<file path="config.mk">
export PLATFORM = sky130hd
export DESIGN_NAME = fnf_exerciser
export DESIGN_NICKNAME = d
export VERILOG_FILES = /design/src/rtl/fnf_exerciser.sv
export SDC_FILE = /design/constraint.sdc
export NUM_CORES = 1
export LEC_CHECK = 0
export CAP_MARGIN = 25
export CELL_PAD_IN_SITES_DETAIL_PLACEMENT = 0
export CELL_PAD_IN_SITES_GLOBAL_PLACEMENT = 1
export CORE_AREA = 2 2 52 90
export DETAILED_ROUTE_END_ITERATION = 6
export DIE_AREA = 0 0 54 92
export DONT_BUFFER_PORTS = 1
export PLACE_DENSITY_LB_ADDON = 0.1
export SKIP_CTS_REPAIR_TIMING = 1
export SYNTH_ARGS = -nofsm -noshare
export SYNTH_HDL_FRONTEND = slang
export SYNTH_SLANG_ARGS = --single-unit
</file>
<file path="constraint.sdc">
create_clock -name Clock -period 3.8 [get_ports Clock]
set_input_delay 0.38 -clock Clock [delete_from_list [all_inputs] [get_ports Clock]]
set_output_delay 0.38 -clock Clock [all_outputs]
set_load 0.01 [all_outputs]
</file>
<file path="src/rtl/fnf_exerciser.sv">
// Stimulus generator and response checker for the registered-NAND tutorial block.
// Applies a counter or LFSR vector sequence and checks the NAND response LATENCY cycles later.
module fnf_exerciser #(
    parameter int NUM_VECTORS = 16,
    parameter int LATENCY     = 2,
    parameter int PATTERN     = 0,
    parameter int ERR_W       = 8
) (
    input  logic             Clock,
    input  logic             Reset,
    input  logic             Start,
    input  logic             OutputPad,
    output logic             Input1,
    output logic             Input2,
    output logic             Busy,
    output logic             Done,
    output logic             Pass,
    output logic [ERR_W-1:0] ErrorCount,
    output logic [1:0]       fsm_state
);

    typedef enum logic [1:0] {
        IDLE  = 2'd0,
        RUN   = 2'd1,
        FLUSH = 2'd2,
        DONE  = 2'd3
    } state_t;

    localparam logic [15:0] LAST_IDX = 16'(NUM_VECTORS);
    localparam logic [3:0]  LAT_M1   = 4'(LATENCY - 1);
    localparam logic [7:0]  SEED     = 8'h01;

    state_t             state, next_state;
    logic [15:0]        idx;
    logic [7:0]         lfsr;
    logic [3:0]         flush_cnt;
    logic               vec_valid;
    logic               err_flag;
    logic [LATENCY-1:0] pipe_v;
    logic [LATENCY-1:0] pipe_e;

    logic               start_run, advance, apply, mismatch;
    logic [15:0]        cur_idx;
    logic [7:0]         cur_lfsr;
    logic [1:0]         vec;

    // Fibonacci LFSR, polynomial x^8+x^6+x^5+x^4+1.
    function automatic logic [7:0] lfsr_next(input logic [7:0] l);
        return {l[6:0], l[7] ^ l[5] ^ l[4] ^ l[3]};
    endfunction

    always_comb begin
        next_state = state;
        start_run  = 1'b0;
        advance    = 1'b0;
        case (state)
            IDLE: if (Start) begin
                next_state = RUN;
                start_run  = 1'b1;
            end
            RUN: if (idx == LAST_IDX) next_state = FLUSH;
                 else advance = 1'b1;
            FLUSH: if (flush_cnt == LAT_M1) next_state = DONE;
            DONE: if (Start) begin
                next_state = RUN;
                start_run  = 1'b1;
            end
            default: next_state = IDLE;
        endcase
    end

    // A new run restarts the sources from index 0 / seed on the accepting edge.
    always_comb begin
        apply    = start_run | advance;
        cur_idx  = start_run ? 16'd0 : idx;
        cur_lfsr = start_run ? SEED : lfsr;
        vec      = (PATTERN == 1) ? cur_lfsr[1:0] : cur_idx[1:0];
        mismatch = pipe_v[LATENCY-1] && (pipe_e[LATENCY-1] != OutputPad);
        Busy     = (state == RUN) || (state == FLUSH);
        Done     = (state == DONE);
        fsm_state = state;
    end

    always_ff @(posedge Clock or posedge Reset) begin
        if (Reset) begin
            state     <= IDLE;
            idx       <= '0;
            lfsr      <= SEED;
            flush_cnt <= '0;
            Input1    <= 1'b0;
            Input2    <= 1'b0;
            vec_valid <= 1'b0;
        end else begin
            state     <= next_state;
            flush_cnt <= (state == FLUSH) ? flush_cnt + 4'd1 : 4'd0;
            if (apply) begin
                Input1    <= vec[1];
                Input2    <= vec[0];
                vec_valid <= 1'b1;
                idx       <= cur_idx + 16'd1;
                lfsr      <= lfsr_next(cur_lfsr);
            end else begin
                Input1    <= 1'b0;
                Input2    <= 1'b0;
                vec_valid <= 1'b0;
            end
        end
    end

    // Expected-response pipeline, aligned so stage LATENCY-1 meets the matching OutputPad.
    always_ff @(posedge Clock or posedge Reset) begin
        if (Reset) begin
            pipe_v <= '0;
            pipe_e <= '0;
        end else begin
            pipe_v[0] <= vec_valid;
            pipe_e[0] <= ~(Input1 & Input2);
            for (int i = 1; i < LATENCY; i++) begin
                pipe_v[i] <= pipe_v[i-1];
                pipe_e[i] <= pipe_e[i-1];
            end
        end
    end

    // err_flag is kept apart from ErrorCount so Pass is still right after saturation.
    always_ff @(posedge Clock or posedge Reset) begin
        if (Reset) begin
            ErrorCount <= '0;
            err_flag   <= 1'b0;
            Pass       <= 1'b0;
        end else if (start_run) begin
            ErrorCount <= '0;
            err_flag   <= 1'b0;
            Pass       <= 1'b0;
        end else begin
            if (mismatch) begin
                err_flag <= 1'b1;
                if (!(&ErrorCount)) ErrorCount <= ErrorCount + 1'b1;
            end
            if (state == FLUSH && next_state == DONE) Pass <= !(err_flag || mismatch);
        end
    end

endmodule
</file>
==> results of run 1 <==
[synth_stat cells (all sizes together), types with 4 or more instances]
master / n / area (um^2)
a21oi: 10 / 50.1
o21ai: 6 / 30.0
nand4: 6 / 37.5
nor4: 5 / 31.3
mux2i: 4 / 40.0
inv: 7 / 26.3
or4: 5 / 45.0
nand3: 8 / 40.0
and3: 5 / 32.5
xor2: 7 / 61.3
nor2: 16 / 60.1
and2: 4 / 25.0
ha: 8 / 100
dfrtp: 39 / 976
or3: 6 / 37.5
clkbuf: 4 / 15.0
nand2: 22 / 85.1
xnor2: 7 / 61.3
[power by group through the flow]
| stage | clock (W) | sequential, W | combinational [W] |
|---|---|---|---|
| 2_1_floorplan | 0 | 0.000548 | 0.000236 |
| 3_3_place_gp | 0 | 0.000567 | 0.000279 |
| 3_5_place_dp | 0 | 0.000570 | 0.000287 |
| 4_1_cts | 0.000419 | 0.000563 | 0.000287 |
| 5_1_grt | 0.000435 | 0.000572 | 0.000316 |
| 6_report | 0.000405 | 0.000563 | 0.000286 |
[final cells by class]
class	instances	area [um^2]
tap	51	63.8
multi-input combinational	145	966
clock inverter	2	60.1
inverter	7	26.3
sequential	39	976
fill	416	2150
clock buffer	6	72.6
timing repair buffer	1	7.51
[sequential cells by signal, summed over array words and instances, names as in the netlist]
signal      cells
idx            16
ErrorCount      8
flush_cnt       4
fsm_state       2
pipe_e          2
pipe_v          2
Input1          1
Input2          1
Pass            1
err_flag        1
vec_valid       1
[final timing paths]
kind | start | endpoint | slack [ns]
hold / removal | Reset | pipe_e[1] | 0.03
setup / recovery | fsm_state[0] | idx[14] | 0.81
hold reg to reg | vec_valid | pipe_v[0] | 0.35
max in group asynchronous | Reset | idx[10] | 3.04
setup reg to reg | fsm_state[0] | idx[14] | 0.81
min in group Clock | vec_valid | pipe_v[0] | 0.35
[layer usage]
layer  up-vias  wire (um)  part of all wire, %  GRT usage (%)
li1        704          -                    -              -
met1       729       1670                   41           19.7
met2        22       2220                   54           32.2
met3         8        125                  3.0           3.91
met4         0         91                  2.2           8.33
met5         -          0                    0              0
[cell families (layout without fill, tap and decap cells)]
group                      Yosys count  after routing  synth area share, %
DFF                                 39             39                 49.2
buffers and inverters               11             16                 2.08
and+or+nand+nor                     87             87                 23.3
muxes                                6              6                 3.34
adders and majority gates            8              8                 5.05
xor gates and xnor gates            14             14                 6.18
AOI/OAI and AO/OA                   30             30                 10.8
[through the flow]
step | power [W] | hold slack [ns]
finish | 0.00125 | 0.0271
global route | 0.00132 | 0.0818
CTS | 0.00127 | 0.0455
detailed placement | 0.000857 | 0.340
global placement | 0.000846 | 0.332
floorplan | 0.000784 | 0.331
==> reports/metrics.yaml, run 1 <==
status: "completed"
path_cells: "inv_1 > ha_1 > nand2_1 > nand2_1 > inv_1 > ha_1 > nand2_1 > or3_1 > or4_1 > a21oi_1"
fin_cells: 251
path_clk_slew_ns: 0.08
async_flop_share_pct: 100
gp_congestion: 0.851
post-route-util_pct: 50.2
ios: 19
cp_slowest_stage_delay_ns: 0.55
syn-cell-area_um2: 1980
crit_path_start_kind: "flop"
root_buffer: "clkbuf_8"
crit_cells: 10
power_switching_w: 0.000399
placed_cell_area_um2: 2040
rsz0062_at_grt: "no"
design_area_um2: 2170
worstPathMaxFanout: 14
diodes: 0
syn_nets: 207
setup_slack_ns: 0.808
drt_iter0_drc: 24
die_w_um: 54
swShare_pct: 31.8
cp_slowest_cell: "dfrtp_1"
drc_errors: 0
viasPerCell: 5.83
yosys_warnings: 0
cp-end-kind: "flop"
io_buffers: 0
htreeDepth: 2
grt_use_total_pct: 18.3
drt-wirelength-per-cell_um: 16.4
avgSynthCellArea_um2: 10.2
cp.required_ns: 4.00
dpl.cell_count: 243
most-common-layout-cells: "dfrtp_1, nand2_1, nor2_1, a21oi_1"
die_h_um: 92
antenna_found_initial: 0
worst_slew_pin_slew_ns: 0.794
dr.pass1.iters: 4
hp-class: "in -> async"
fmax_ghz: 0.334
worst_ir_drop_vdd_v: 0.000392
pre_cts_ws_ns: 0.843
routed_wl_um: 4110
core_um2: 4320
tritoncts: "yes"
setup_viol: 0
finish.net_count: 211
slew_viol_final: 0
crit_buf_inv: 2
synth_edf_count: 0
netlist-cell-type-count: 39
comb_power_share_pct: 22.8
synthCells: 195
dp_hpwl_um: 3020
cts.sinks: 39
cts_buffer_depth: 2
power_frac_seq_pct: 44.9
initial_core_util_pct: 45.9
final_hold_viol_count: 0
p_int_w: 0.000855
skew_ns: 0.00616
path_class: "reg -> reg"
cts_buffers: 5
slew_headroom_pct: 46.6
grt_pass1_vias: 1443
ys_ff_latch: 39
crit_top_cell: "nand2_1"
leakage_nw: 0.969
antenna_left: 0
grt_first_pass_wirelength_um: 6530
cap_violations: 0
synthFlopType: "dfrtp_1"
final.setup.tns_ns: 0
reg2regPathDepth: 10
synth-seq-area-share_pct: 49.2
cp_data_arrival_time_ns: 3.20
drive_gt1_share_pct: 9.50
pwr_density_cell_nw_per_um2: 577
rows: 32
fin_crit_sh_pct: 78.7
fin_crit_ns: 2.99
grt_remaining_overflow: 0
die-area_um2: 4970
critPathTopFamily: "simple AND/OR/NAND/NOR gates"
grt_max_degree: 25
p_clk_share_pct: 32.3
vias: 1463
syn2layout_area_growth_pct: 9.53
layout_commonest_cell: "dfrtp_1"
worstSkewPairLatency_ns: 0.29
No activity file was read; power rests on OpenSTA's default activity.
==> run 2, diff against run 1 <==
Settings changed: ABC_AREA set to 1, CORE_AREA 2 2 52 90 to 2 2 58 102, DIE_AREA 0 0 54 92 to 0 0 60 104.
Clock period 3.8 ns to 2.5 ns, I/O delays scaled along.
==> run 2 against run 1 <==
The flow now finishes with violations (hold timing). Critical endpoint is now idx[10]. Wire length up 20%. Worst setup slack worse by 0.48 ns. Clock power grew 34%. Sequential power increased by 63%. Combinational power grew to 3.3 times the previous value. Synthesized cell count increased by 44%. Power rose by 93%. Largest power group is now combinational logic.
==> reports/metrics.yaml, run 2 <==
grt_pass1_vias: 1799  # +25%
htreeDepth: 2  # unchanged
placed_cell_area_um2: 2320  # +14%
crit_buf_inv: 2  # unchanged
grt_max_degree: 40  # +60%
path_cells: "ha_1 > nand2_4 > inv_4 > nor2_1 > ha_1 > nand3_1 > inv_1 > nand2_1 > nor2_2 > nand2_1 > nand2_1 > nand2_1"
synth_most_common_cell: "nand2_1"
gr-usage-met1_pct: 20.2  # +0.52 points
dp_hpwl_um: 3710  # +23%
viasPerCell: 4.74  # -19%
use_met2_pct: 32.0  # -0.23 points
syn_nets: 292  # +41%
syn-cell-area_um2: 2220  # +12%
drive_gt1_share_pct: 10.7  # +1.2 points
worst_slew_pin_slew_ns: 0.518  # -0.276 ns
grt_use_total_pct: 18.1  # -0.21 points
critPathTopFamily: "simple AND/OR/NAND/NOR gates"
power_frac_seq_pct: 38.1  # -6.8 points
swShare_pct: 43.1  # +11 points
path_class: "reg -> reg"
drc_errors: 0  # unchanged
synth_edf_count: 0  # unchanged
p_clk_share_pct: 22.5  # -9.8 points
yosysTopAreaCellShare_pct: 44.0  # -5.2 points
drt-wirelength-per-cell_um: 13.5  # -17%
routed_wl_um: 4930  # +20%
largestRegisters: "idx (16), ErrorCount (8), flush_cnt (4)"
power_switching_w: 0.00104  # +160%
final_hold_viol_count: 39  # +39
setup_viol: 0  # unchanged
worst_ir_drop_vdd_v: 0.000331  # -16%
grt_first_pass_wirelength_um: 8570  # +31%
ys_top_cells_by_count: "nand2_1, dfrtp_1, nor2_1"
crit_top_cell: "nand2_1"
r2r_slack_ns: 0.32  # -0.48 ns
root_buffer: "clkbuf_8"
grtUsageMet3_pct: 2.99  # -0.92 points
drt_iter0_drc: 67  # +180%
fin_crit_ns: 2.18  # -0.816 ns
design_area_um2: 2430  # +12%
most-common-layout-cells: "nand2_1, dfrtp_1, nor2_1, inv_1, nand3_1"
finish.net_count: 300  # +42%
synthTopCellsByArea: "dfrtp_1, nand2_1, nor2_1"
synthCells: 280  # +44%
slew_viol_final: 0  # unchanged
slew_headroom_pct: 65.5  # +19 points
fin_cells: 365  # +45%
synthFlopType: "dfrtp_1"
leakage_nw: 1.18  # +21%
tritoncts: "yes"
busiest_layer: "met2"
synth-seq-area-share_pct: 44.0  # -5.2 points
pre_cts_ws_ns: 0.322  # -0.521 ns
skew_ns: 0.00465  # -0.00152 ns
syn2layout_area_growth_pct: 9.41
ios: 19  # unchanged
max_flop_register: "idx"
dr.pass1.iters: 4  # unchanged
rr_startpoint: "fsm_state[1]"
timing.rr.end: "idx[10]"
comb_power_share_pct: 39.4  # +17 points
cp.required_ns: 2.69  # -1.31 ns
cts_buffers: 5  # unchanged
core_um2: 5450  # +26%
crit_path_start_kind: "flop"
reg2regPathDepth: 12  # +2
worstPathMaxFanout: 11  # -3
cp_slowest_cell: "dfrtp_1"
cp-end-kind: "flop"
grt_remaining_overflow: 0  # unchanged
status: "finished with violations"
p_int_w: 0.00138  # +61%
async_flop_share_pct: 100  # unchanged
avgSynthCellArea_um2: 7.93  # -22%
gp_congestion: 0.796  # -6.5%
layout_commonest_cell: "nand2_1"
die_w_um: 60  # +11%
fin_crit_sh_pct: 87.0  # +8.3 points
die-area_um2: 6240  # +26%
cts_buffer_depth: 2  # unchanged
ys_ff_latch: 39  # unchanged
cap_violations: 0  # unchanged
rows: 36  # +13%
io_buffers: 0  # unchanged
path_clk_slew_ns: 0.08  # about the same
antenna_found_initial: 0  # unchanged
setup_slack_ns: 0.324  # -0.484 ns
fmax_ghz: 0.460  # +38%
yosys_warnings: 0  # unchanged
netlist-cell-type-count: 30  # -23%
vias: 1731  # +18%
final.setup.tns_ns: 0  # unchanged
rsz0062_at_grt: "no"
hold-worst-slack_ns: -0.0401  # -0.0672 ns
cts.sinks: 39  # unchanged
yosys.area.top_type: "dfrtp_1"
antenna_left: 0  # unchanged
largest_reg_flops: 16  # unchanged
cp_slowest_stage_delay_ns: 0.46  # -0.09 ns
diodes: 0  # unchanged
violations: "hold timing"
cp_data_arrival_time_ns: 2.37  # -0.83 ns
hp-class: "in -> async"
dpl.cell_count: 357  # +47%
initial_core_util_pct: 40.7  # -5.1 points
die_h_um: 104  # +13%
worstSkewPairLatency_ns: 0.30  # about the same
pwr_density_cell_nw_per_um2: 994  # +72%
run 2: how the worst max path moves through the flow:
stage	slack [ns]	from	cells after the start	end
final	0.32	fsm_state[1]	12	idx[10]
after detailed placement	0.32	fsm_state[1]	12	idx[10]
after global placement	0.31	fsm_state[1]	12	idx[14]
after global routing	0.07	fsm_state[1]	12	idx[10]
after floorplan	0.40	fsm_state[0]	12	idx[8]
after CTS	0.29	fsm_state[1]	12	idx[14]
run 2: cells by family (layout without fill, tap and decap cells):
logic type,count (synthesis),after routing,synth area share [%]
and+or+nand+nor,166,166,35.5
buffers and inverters,40,49,7.84
DFF,39,39,44.0
AOI/OAI and AO/OA,17,17,4.23
xor gates and xnor gates,10,10,3.95
adders and majority gates,8,8,4.51
run 2: per-stage QoR:
stage	utilization, %	total power, W
2_1_floorplan	-	0.00167
3_3_place_gp	42.5	0.00191
3_5_place_dp	42.5	0.00191
4_1_cts	44.6	0.00246
5_1_grt	44.6	0.00263
6_report	44.6	0.00242
run 2: routing by layer:
layer  part of all wire [%]  vias up
li1                       -      891
met3                    2.7       12
met1                     39      806
met4                    3.3        0
met2                     55       22
met5                      0        -
run 2: final cells by class:
cell class	count	area [um^2]
Clock buffer	5	68.8
Clock inverter	3	43.8
Fill cell	576	3020
Inverter	36	138
Multi-Input combinational cell	201	1070
Sequential cell	39	976
Tap cell	76	95.1
Timing Repair Buffer	5	37.5
run 2: power by group through the flow:
stage                     sequential [W]  combinational, W  clock, W
final                           0.000920          0.000952  0.000543
after global routing            0.000947           0.00110  0.000584
after CTS                       0.000923          0.000979  0.000556
after detailed placement        0.000936          0.000974         0
after global placement          0.000931          0.000981         0
after floorplan                 0.000910          0.000765         0
